## src/rtl/writeback_queue_if.sv

```systemverilog
// Handshake, register-file write and bypass-lookup signals of the writeback queue.
// slave is the queue's view; master is the producer / register-file side.
interface writeback_queue_if #(
  parameter int DEPTH      = 4,
  parameter int DATA_WIDTH = 64
);
  localparam int CW = $clog2(DEPTH) + 1;

  logic                  inValid;
  logic                  inReady;
  logic [4:0]            inRegister;
  logic [DATA_WIDTH-1:0] inData;

  logic                  writeStall;
  logic                  regWrite;
  logic [4:0]            writeRegister;
  logic [DATA_WIDTH-1:0] writeData;

  logic [4:0]            lookupRegister1;
  logic [4:0]            lookupRegister2;
  logic                  bypassHit1;
  logic                  bypassHit2;
  logic [DATA_WIDTH-1:0] bypassData1;
  logic [DATA_WIDTH-1:0] bypassData2;

  logic [CW-1:0]         pendingCount;
  logic                  empty;

  modport slave (
    input  inValid, inRegister, inData, writeStall, lookupRegister1, lookupRegister2,
    output inReady, regWrite, writeRegister, writeData,
           bypassHit1, bypassHit2, bypassData1, bypassData2, pendingCount, empty
  );

  modport master (
    output inValid, inRegister, inData, writeStall, lookupRegister1, lookupRegister2,
    input  inReady, regWrite, writeRegister, writeData,
           bypassHit1, bypassHit2, bypassData1, bypassData2, pendingCount, empty
  );
endinterface

```

## src/rtl/writeback_queue.sv

```systemverilog
// In-order writeback FIFO feeding one register-file write port, with two
// combinational bypass lookups returning the youngest pending value per register.

// One bypass port: scans entries oldest->youngest so the last match wins.
module wbq_lookup #(
  parameter int DEPTH      = 4,
  parameter int DATA_WIDTH = 64
) (
  input  logic [DEPTH-1:0]                 vld,
  input  logic [DEPTH-1:0][4:0]            rd,
  input  logic [DEPTH-1:0][DATA_WIDTH-1:0] data,
  input  logic [4:0]                       lookup,
  output logic                             hit,
  output logic [DATA_WIDTH-1:0]            hit_data
);
  always_comb begin
    hit      = 1'b0;
    hit_data = '0;
    if (lookup != 5'd0) begin
      for (int k = 0; k < DEPTH; k++) begin
        if (vld[k] && rd[k] == lookup) begin
          hit      = 1'b1;
          hit_data = data[k];
        end
      end
    end
  end
endmodule

module writeback_queue #(
  parameter int DEPTH      = 4,
  parameter int DATA_WIDTH = 64
) (
  input  logic               clock,
  input  logic               resetN,
  writeback_queue_if.slave   wb
);
  localparam int PW = $clog2(DEPTH);
  localparam int CW = PW + 1;

  typedef struct packed {
    logic [4:0]            rd;
    logic [DATA_WIDTH-1:0] data;
  } entry_t;

  entry_t        mem [DEPTH];
  logic [PW-1:0] rd_ptr, wr_ptr;
  logic [CW-1:0] count;
  logic          push, pop, is_empty;

  assign is_empty         = (count == '0);
  assign wb.empty         = is_empty;
  assign wb.pendingCount  = count;
  assign wb.inReady       = (count < CW'(DEPTH));
  assign pop              = !is_empty && !wb.writeStall;
  assign wb.regWrite      = pop;
  // x0 requests complete the handshake but never occupy a slot
  assign push             = wb.inValid && wb.inReady && (wb.inRegister != 5'd0);

  assign wb.writeRegister = is_empty ? 5'd0 : mem[rd_ptr].rd;
  assign wb.writeData     = is_empty ? '0   : mem[rd_ptr].data;

  always_ff @(posedge clock or negedge resetN) begin
    if (!resetN) begin
      rd_ptr <= '0;
      wr_ptr <= '0;
      count  <= '0;
    end else begin
      if (push) wr_ptr <= wr_ptr + 1'b1;
      if (pop)  rd_ptr <= rd_ptr + 1'b1;
      count <= count + CW'(push) - CW'(pop);
    end
  end

  // Payload storage needs no reset: occupancy alone decides what is visible.
  always_ff @(posedge clock) begin
    if (push) mem[wr_ptr] <= '{rd: wb.inRegister, data: wb.inData};
  end

  // Entries re-ordered by age (index 0 = head) for the bypass scan.
  logic [DEPTH-1:0]                 ord_vld;
  logic [DEPTH-1:0][4:0]            ord_rd;
  logic [DEPTH-1:0][DATA_WIDTH-1:0] ord_data;

  for (genvar k = 0; k < DEPTH; k++) begin : g_ord
    localparam logic [PW-1:0] OFF = PW'(k);
    logic [PW-1:0] idx;
    assign idx         = rd_ptr + OFF;
    assign ord_vld[k]  = (CW'(k) < count);
    assign ord_rd[k]   = mem[idx].rd;
    assign ord_data[k] = mem[idx].data;
  end

  logic [1:0][4:0]            lk;
  logic [1:0]                 hit;
  logic [1:0][DATA_WIDTH-1:0] hdata;

  assign lk[0] = wb.lookupRegister1;
  assign lk[1] = wb.lookupRegister2;

  for (genvar p = 0; p < 2; p++) begin : g_lookup
    wbq_lookup #(.DEPTH(DEPTH), .DATA_WIDTH(DATA_WIDTH)) u_lookup (
      .vld      (ord_vld),
      .rd       (ord_rd),
      .data     (ord_data),
      .lookup   (lk[p]),
      .hit      (hit[p]),
      .hit_data (hdata[p])
    );
  end

  assign wb.bypassHit1  = hit[0];
  assign wb.bypassHit2  = hit[1];
  assign wb.bypassData1 = hdata[0];
  assign wb.bypassData2 = hdata[1];
endmodule

```

## src/flat_wrapper.sv

```systemverilog
// flat-port wrapper written by rule: the top's interface ports become plain ports
module writeback_queue_flat 
#(
  parameter int DEPTH      = 4,
  parameter int DATA_WIDTH = 64
)
  (clock, resetN, wb_inValid, wb_inRegister, wb_inData, wb_writeStall, wb_lookupRegister1, wb_lookupRegister2, wb_inReady, wb_regWrite, wb_writeRegister, wb_writeData, wb_bypassHit1, wb_bypassHit2, wb_bypassData1, wb_bypassData2, wb_pendingCount, wb_empty);
  writeback_queue_if #(.DEPTH(DEPTH), .DATA_WIDTH(DATA_WIDTH)) wb_i ();
  input  logic clock;
  input  logic resetN;
  input wire logic [$bits(wb_i.inValid)-1:0] wb_inValid;
  input wire logic [$bits(wb_i.inRegister)-1:0] wb_inRegister;
  input wire logic [$bits(wb_i.inData)-1:0] wb_inData;
  input wire logic [$bits(wb_i.writeStall)-1:0] wb_writeStall;
  input wire logic [$bits(wb_i.lookupRegister1)-1:0] wb_lookupRegister1;
  input wire logic [$bits(wb_i.lookupRegister2)-1:0] wb_lookupRegister2;
  output wire logic [$bits(wb_i.inReady)-1:0] wb_inReady;
  output wire logic [$bits(wb_i.regWrite)-1:0] wb_regWrite;
  output wire logic [$bits(wb_i.writeRegister)-1:0] wb_writeRegister;
  output wire logic [$bits(wb_i.writeData)-1:0] wb_writeData;
  output wire logic [$bits(wb_i.bypassHit1)-1:0] wb_bypassHit1;
  output wire logic [$bits(wb_i.bypassHit2)-1:0] wb_bypassHit2;
  output wire logic [$bits(wb_i.bypassData1)-1:0] wb_bypassData1;
  output wire logic [$bits(wb_i.bypassData2)-1:0] wb_bypassData2;
  output wire logic [$bits(wb_i.pendingCount)-1:0] wb_pendingCount;
  output wire logic [$bits(wb_i.empty)-1:0] wb_empty;
  assign wb_i.inValid = wb_inValid;
  assign wb_i.inRegister = wb_inRegister;
  assign wb_i.inData = wb_inData;
  assign wb_i.writeStall = wb_writeStall;
  assign wb_i.lookupRegister1 = wb_lookupRegister1;
  assign wb_i.lookupRegister2 = wb_lookupRegister2;
  assign wb_inReady = wb_i.inReady;
  assign wb_regWrite = wb_i.regWrite;
  assign wb_writeRegister = wb_i.writeRegister;
  assign wb_writeData = wb_i.writeData;
  assign wb_bypassHit1 = wb_i.bypassHit1;
  assign wb_bypassHit2 = wb_i.bypassHit2;
  assign wb_bypassData1 = wb_i.bypassData1;
  assign wb_bypassData2 = wb_i.bypassData2;
  assign wb_pendingCount = wb_i.pendingCount;
  assign wb_empty = wb_i.empty;
  writeback_queue #(.DEPTH(DEPTH), .DATA_WIDTH(DATA_WIDTH)) u_core (.clock(clock), .resetN(resetN), .wb(wb_i));
endmodule
```

## config.mk

```make
export PLATFORM = sky130hd
export DESIGN_NAME = writeback_queue_flat
export DESIGN_NICKNAME = d
export VERILOG_FILES = /design/src/rtl/writeback_queue_if.sv /design/src/rtl/writeback_queue.sv /design/src/flat_wrapper.sv
export SDC_FILE = /design/constraint.sdc
export NUM_CORES = 1
export LEC_CHECK = 0
export ABC_AREA = 0
export CAP_MARGIN = 20
export CORE_ASPECT_RATIO = 0.6
export CORE_UTILIZATION = 35
export DETAILED_ROUTE_END_ITERATION = 8
export GPL_ROUTABILITY_DRIVEN = 0
export HOLD_SLACK_MARGIN = 0.08
export PLACE_DENSITY = 0.66
export SYNTH_ARGS = -nofsm -noshare
export SYNTH_HDL_FRONTEND = slang
export SYNTH_SLANG_ARGS = --single-unit
```

## constraint.sdc

```tcl
create_clock -name clock -period 9.8 [get_ports clock]
set_clock_uncertainty 0.05 [all_clocks]
set_input_delay 1.47 -clock clock [delete_from_list [all_inputs] [get_ports clock]]
set_output_delay 1.47 -clock clock [all_outputs]
set_load 0.005 [all_outputs]
```

# ---- After elaboration in Yosys (flattened, before gate mapping)
# Memories as Yosys holds them, arrays and structs flattened.
# Index checks and enable logic that the tools add are counted.
dict set report classes {
  reduce_logical 17
  mux 24
  n_lt_le_gt_ge 5
  n_eq_ne 8
  addsub 6
}
# cell count
set ops {}
lappend ops {{64-bit two-way mux} 11}
lappend ops {{5-bit == test} 8}
lappend ops {{5-bit nonzero test} 3}
lappend ops {{1-bit two-way mux} 12}
lappend ops {{1-bit logical AND} 11}
lappend ops {{1-bit by 3-bit < comparator with 1-bit output (first input constant)} 2}
lappend ops {{2-bit by 3-bit < comparator with 1-bit output (first input constant)} 2}
lappend ops {{5-bit two-way mux} 1}
lappend ops {{2-bit by 1-bit adder with 2-bit output (second input constant)} 2}
lappend ops {{2-bit adder (second input constant)} 2}
lappend ops {{3-bit by 1-bit adder with 3-bit output} 1}
lappend ops {{3-bit logical NOT} 1}
lappend ops {{3-bit < comparator (second input constant)} 1}
lappend ops {{3-bit by 1-bit subtractor with 3-bit output} 1}
lappend ops {{1-bit logical NOT} 2}
dict set report word_totals {
  ramBits 276
  inputBits 83
  reg_bits 7
  n_memories 1
  out_inout_bits 205
  elab_cells 64
}
# memory words word_bits read_ports rd_ports_with_merged_regs wr line
set memory_table {}
lappend memory_table {u_core.mem 4 69 4 0 1 writeback_queue.sv:46} ;# entry_t mem [DEPTH];

# ---- Logic depth before layout (Yosys ltp)
# An unclocked memory read counts as a cell.
dict set report depth {
  depth_word 8
  mapped_depth 13
  depth_no_buf 8
}

# ---- Cells and area by module
# Synthesis repeated with hierarchy kept, for this count alone.
dict set report unflattened {
  hier_cells 1281
  hier_area_um2 20896.3
}
# mod instances area_each_um2 cells_per_inst seq_area_each_um2
set modules_own_cells {}
lappend modules_own_cells {writeback_queue 1 15924.0 733 8463.1}
lappend modules_own_cells {wbq_lookup 2 2486.1 274 0.0}

# ---- Worst setup path before layout
# Ideal clock, no wire load.
dict set report synth_path {
  kind {input-to-output}
  startpoint {input wb_lookupRegister2[2]}
  endpoint {output wb_bypassData2[52]}
  path_buffers 4
  path_slack_ns 4.869
  t_required_ns 8.280
  arrival_ns 3.411
  path_stages 10
  cell_sequence {clkbuf_1 xnor2_1 and4_1 buf_2 nand2_1 buf_4 clkbuf_1 o22ai_1 a2111oi_2 o21a_1}
}
dict set report synth_via {
  elab_chain_cells 7
  word_cells_on_any_way 14
  cone_classes {eq/ne: 4; mux: 5; reduce/logical: 5}
}
# element line
set synth_rtl {}
lappend synth_rtl {{from (decl)} flat_wrapper.sv:16} ;# input wire logic [$bits(wb_i.lookupRegister2)-1:0] wb_lookupRegister2;
lappend synth_rtl {{5-bit == test} writeback_queue.sv:21} ;# if (vld[k] && rd[k] == lookup) begin
lappend synth_rtl {{1-bit logical AND} writeback_queue.sv:21}
lappend synth_rtl {{64-bit two-way mux (4 in series)} writeback_queue.sv:21}
lappend synth_rtl {{64-bit two-way mux (*)} writeback_queue.sv:19} ;# if (lookup != 5'd0) begin
lappend synth_rtl {{to (decl)} flat_wrapper.sv:24} ;# output wire logic [$bits(wb_i.bypassData2)-1:0] wb_bypassData2;
# Every way passes the cells marked *; elsewhere a longest branch is shown, timed or not.

# ---- Worst setup path after layout
dict set report layout_path {
  startpoint {register u_core.rd_ptr[0]}
  endpoint {output wb_bypassData2[51]}
}
dict set report layout_via {
  elab_chain_cells 8
  word_cells_on_any_way 17
  cone_classes {add/sub: 3; eq/ne: 4; mux: 5; reduce/logical: 4; memory: 1}
}
# element line
set layout_rtl {}
lappend layout_rtl {{from (decl)} writeback_queue.sv:47} ;# logic [PW-1:0] rd_ptr, wr_ptr;
lappend layout_rtl {{from (signal assigned)} writeback_queue.sv:70} ;# if (pop) rd_ptr <= rd_ptr + 1'b1;
lappend layout_rtl {{2-bit by 1-bit adder with 2-bit output / memory 4 x 69 bit (equally long branches)} -}
lappend layout_rtl {{memory 4 x 69 bit (*)} -}
lappend layout_rtl {{5-bit == test / 1-bit logical AND (equally long branches)} writeback_queue.sv:21}
lappend layout_rtl {{1-bit logical AND / 64-bit two-way mux (equally long branches)} writeback_queue.sv:21}
lappend layout_rtl {{64-bit two-way mux (2 in series)} writeback_queue.sv:21}
lappend layout_rtl {{64-bit two-way mux (*)} writeback_queue.sv:21}
lappend layout_rtl {{64-bit two-way mux (*)} writeback_queue.sv:19}
# Marked as above.

==> impl_results.md <==
- Crit end category: output pin
- Max Root-Sink Buffers: 3
- Total GRT Usage: 25.4%
- Post-CTS setup buffer count: 0
- Gr ovfl total: 0
- Routed WL: 83.9 mm
- Synth Cell Area: 21800 um2
- Kind of critical path: reg2out
- Post-Route Setup TNS: 0 ps
- Startpoint types: flip-flop
- Die height: 195 um
- Reg2reg end: u_core.mem[3][27]
- Root Driver: clkbuf_16
- Ys flop type: edfxtp_1
- HP Class: reg2reg
- Final Power: 8200 uW
- CP max-delay cell: dfrtp_4
- Final core occ: 42.6%
- DR pass1 iterations: 6
- Starting density of the core: 35.6%
- Core footprint: 61100 um2
- Yosys cell types: 51
- Outcome: complete, no violations
- Delay-heaviest family, CP: compound AO/OA/AOI/OAI gates
- CP required: 8280 ps
- Post-synth EDFFs: 276
- Worst-path fanout max: 67
- Final instance area: 26100 um2
- Actual slew at the worst max-slew pin: 1190 ps
- Worst-path clk slew: 70 ps
- Post_cts resized: 0
- Vias in the first global route: 20700
- Io pins: 288
- Total die area: 63200 um2
- PortBufs: 287
- Pwr dens: 315 nW/um2
- 1st-iter DRT viols: 3107
- CTS Hold Bufs: 0
- Fin nets: 2597
- Critical path launch point: u_core.rd_ptr[0]
- First-pass GRT wire length: 125 mm
- R2r setup slk: 6900 ps
- Register-to-Register Path Depth: 4
- Data arrival time of the critical path: 5920 ps
- H-tree depth: 1
- CP endpoint: wb_bypassData2[51]
- DRC errors left: 0
- Stages on the worst setup path: 10
- Rel. slew slack: 20.9%
- Yosys warns: 0
- TritonCTS clock tree: built
- Post-Syn Area per Cell: 9.04 um2
- Worst Path Buf+Inv: 3
- Tcrit/Tclk final: 76.0%
- Number of buffers created by CTS: 31
- Fin. max-slew vios: 0
- Layout cells sized above 1: 12.8%
- Antenna violations before repair: 7
- Max stage delay on crit path: 970 ps
- Rows: 70
- CP Cell Sequence: mux4_2 > xnor2_1 > nand4_1 > buf_4 > o21ai_4 > buf_4 > o22ai_1 > a2111oi_0 > o21a_1 > clkdlybuf4s50_1
- Async SR Flop Fraction: 2.47%
- Fin. Hold Viols: 0
- Yosys reg bits: 283
- Routed vias: 21200
- Placed inst area: 25000 um2
- CTS Sinks: 283
- Leak pwr: 0.00872 uW
- Most common library cell in the layout ignoring fill and taps: nand2_1
- Vias per Instance: 6.33
- P&R area growth vs syn: 19.8%
- Pre-CTS setup slack: 2640 ps
- MaxCap Viol Count: 0
- Final WS setup: 2360 ps
- Register area share after synthesis: 38.9%
- Critical R2R Launch: u_core.wb.pendingCount[2]
- Largest net degree at the start of global routing: 208
- Wire length per cell: 25.0 um
- Post-layout min period: 7440 ps
- Mapped Nets: 2499
- Die width: 324 um
- Most frequent cells in the layout: 379 x nand2_1, 287 x clkdlybuf4s50_1, 276 x edfxtp_1
- Routed Antenna Nets: 0
- Worst-Skew Late Latency: 590 ps
- Final setup violation count: 0
- Unrepaired setup endpoints after global routing: no
- Cells after synthesis: 2407
- Most common cell on crit path: buf_4
- Hpwl dp: 49.1 mm
- Peak VDD IR: 0.226 mV
- Peak Freq: 0.134 GHz
## synthesized netlist by cell type (all sizes together), types with 2 or more instances
library cell	count	share of area, %
mux4	20	2.1
dfrtp	7	0.80
a221oi	3	0.12
o311a	3	0.14
nor4	7	0.20
a21oi	190	4.4
and2	8	0.23
nand2b	3	0.086
a31oi	4	0.11
or2	7	0.21
o21ai	251	5.8
clkbuf	180	3.1
mux2i	131	6.0
o22ai	59	1.7
o211ai	60	2.1
buf	75	1.7
nor2	201	3.5
nand2	381	6.6
xnor2	38	1.5
edfxtp	276	38
o2111ai	3	0.12
inv	11	0.19
nand4	9	0.26
a211oi	66	2.3
a211o	3	0.12
o21a	60	2.1
nor3	5	0.14
a2111oi	61	2.7
mux2	188	9.7
nand3	6	0.14
nor2b	6	0.17
xor2	7	0.28
a21o	2	0.069
o41ai	59	2.4
ha	8	0.46
or3	3	0.086
## layout make-up
cell class	instances	area [um2]
Antenna cell	3	7.51
Sequential cell	283	8470
Fill cell	5809	35100
Clock inverter	9	80.1
Clock buffer	47	917
Timing Repair Buffer	320	3200
Multi-Input combinational cell	1858	12300
Tap cell	828	1040
Inverter	11	48.8
## how the worst min path moves through the flow
stage / startpoint / end / slack [ps] / cells past startpoint
4_1_cts: u_core.wr_ptr[1] / u_core.wr_ptr[1] / 610 / 2
5_1_grt: u_core.wr_ptr[1] / u_core.wr_ptr[1] / 660 / 2
3_5_place_dp: u_core.wr_ptr[0] / u_core.wr_ptr[0] / 590 / 2
3_3_place_gp: u_core.wr_ptr[1] / u_core.wr_ptr[1] / 560 / 2
6_report: u_core.wr_ptr[1] / u_core.wr_ptr[1] / 610 / 2
2_1_floorplan: u_core.wr_ptr[1] / u_core.wr_ptr[1] / 530 / 2
## cells by family (layout without fill, tap and decap cells)
kind of cell / count (synthesis) / in the layout / synth area share [%]
simple gates: 639 / 639 / 11.7
xor+xnor: 45 / 45 / 1.81
buf+inv: 266 / 387 / 5.03
mux: 339 / 339 / 17.8
flops: 283 / 283 / 38.9
other cells: 0 / 3 / 0
compound gates: 826 / 826 / 24.2
fa+ha+maj: 9 / 9 / 0.552
## tightest hold or removal path, stage by stage (launching register included)
cell,delay (ps)
dfrtp_1,410
inv_1,100
o21ai_0,100
## metal layers
| metal | up-vias | GRT usage, % | wire [um] |
|---|---|---|---|
| met5 | - | 0 | 46 |
| met3 | 320 | 5.53 | 9700 |
| met1 | 10100 | 34.3 | 33900 |
| li1 | 9256 | - | - |
| met2 | 1537 | 39.5 | 37100 |
| met4 | 6 | 10.4 | 3100 |
## flip-flops by register name, indices dropped and copies added, names as in the netlist
register and count:
u_core.wr_ptr 2, u_core.mem 276, u_core.rd_ptr 2, u_core.wb.pendingCount 3
## per-stage QoR
step | instances | hold slack (ps)
2_1_floorplan | 2407 | 530
3_3_place_gp | 3298 | 557
3_5_place_dp | 3299 | 591
4_1_cts | 3355 | 607
5_1_grt | 3358 | 657
6_report | 3359 | 609
## where the power goes
part / switching (uW) / total (uW) / internal, uW / leakage, uW
sequential: 190 / 1710 / 1520 / 0.00259
clock: 493 / 1160 / 667 / 0.000482
combinational: 3100 / 5330 / 2230 / 0.00566
Note: power is estimated with default switching activity, not from simulation.
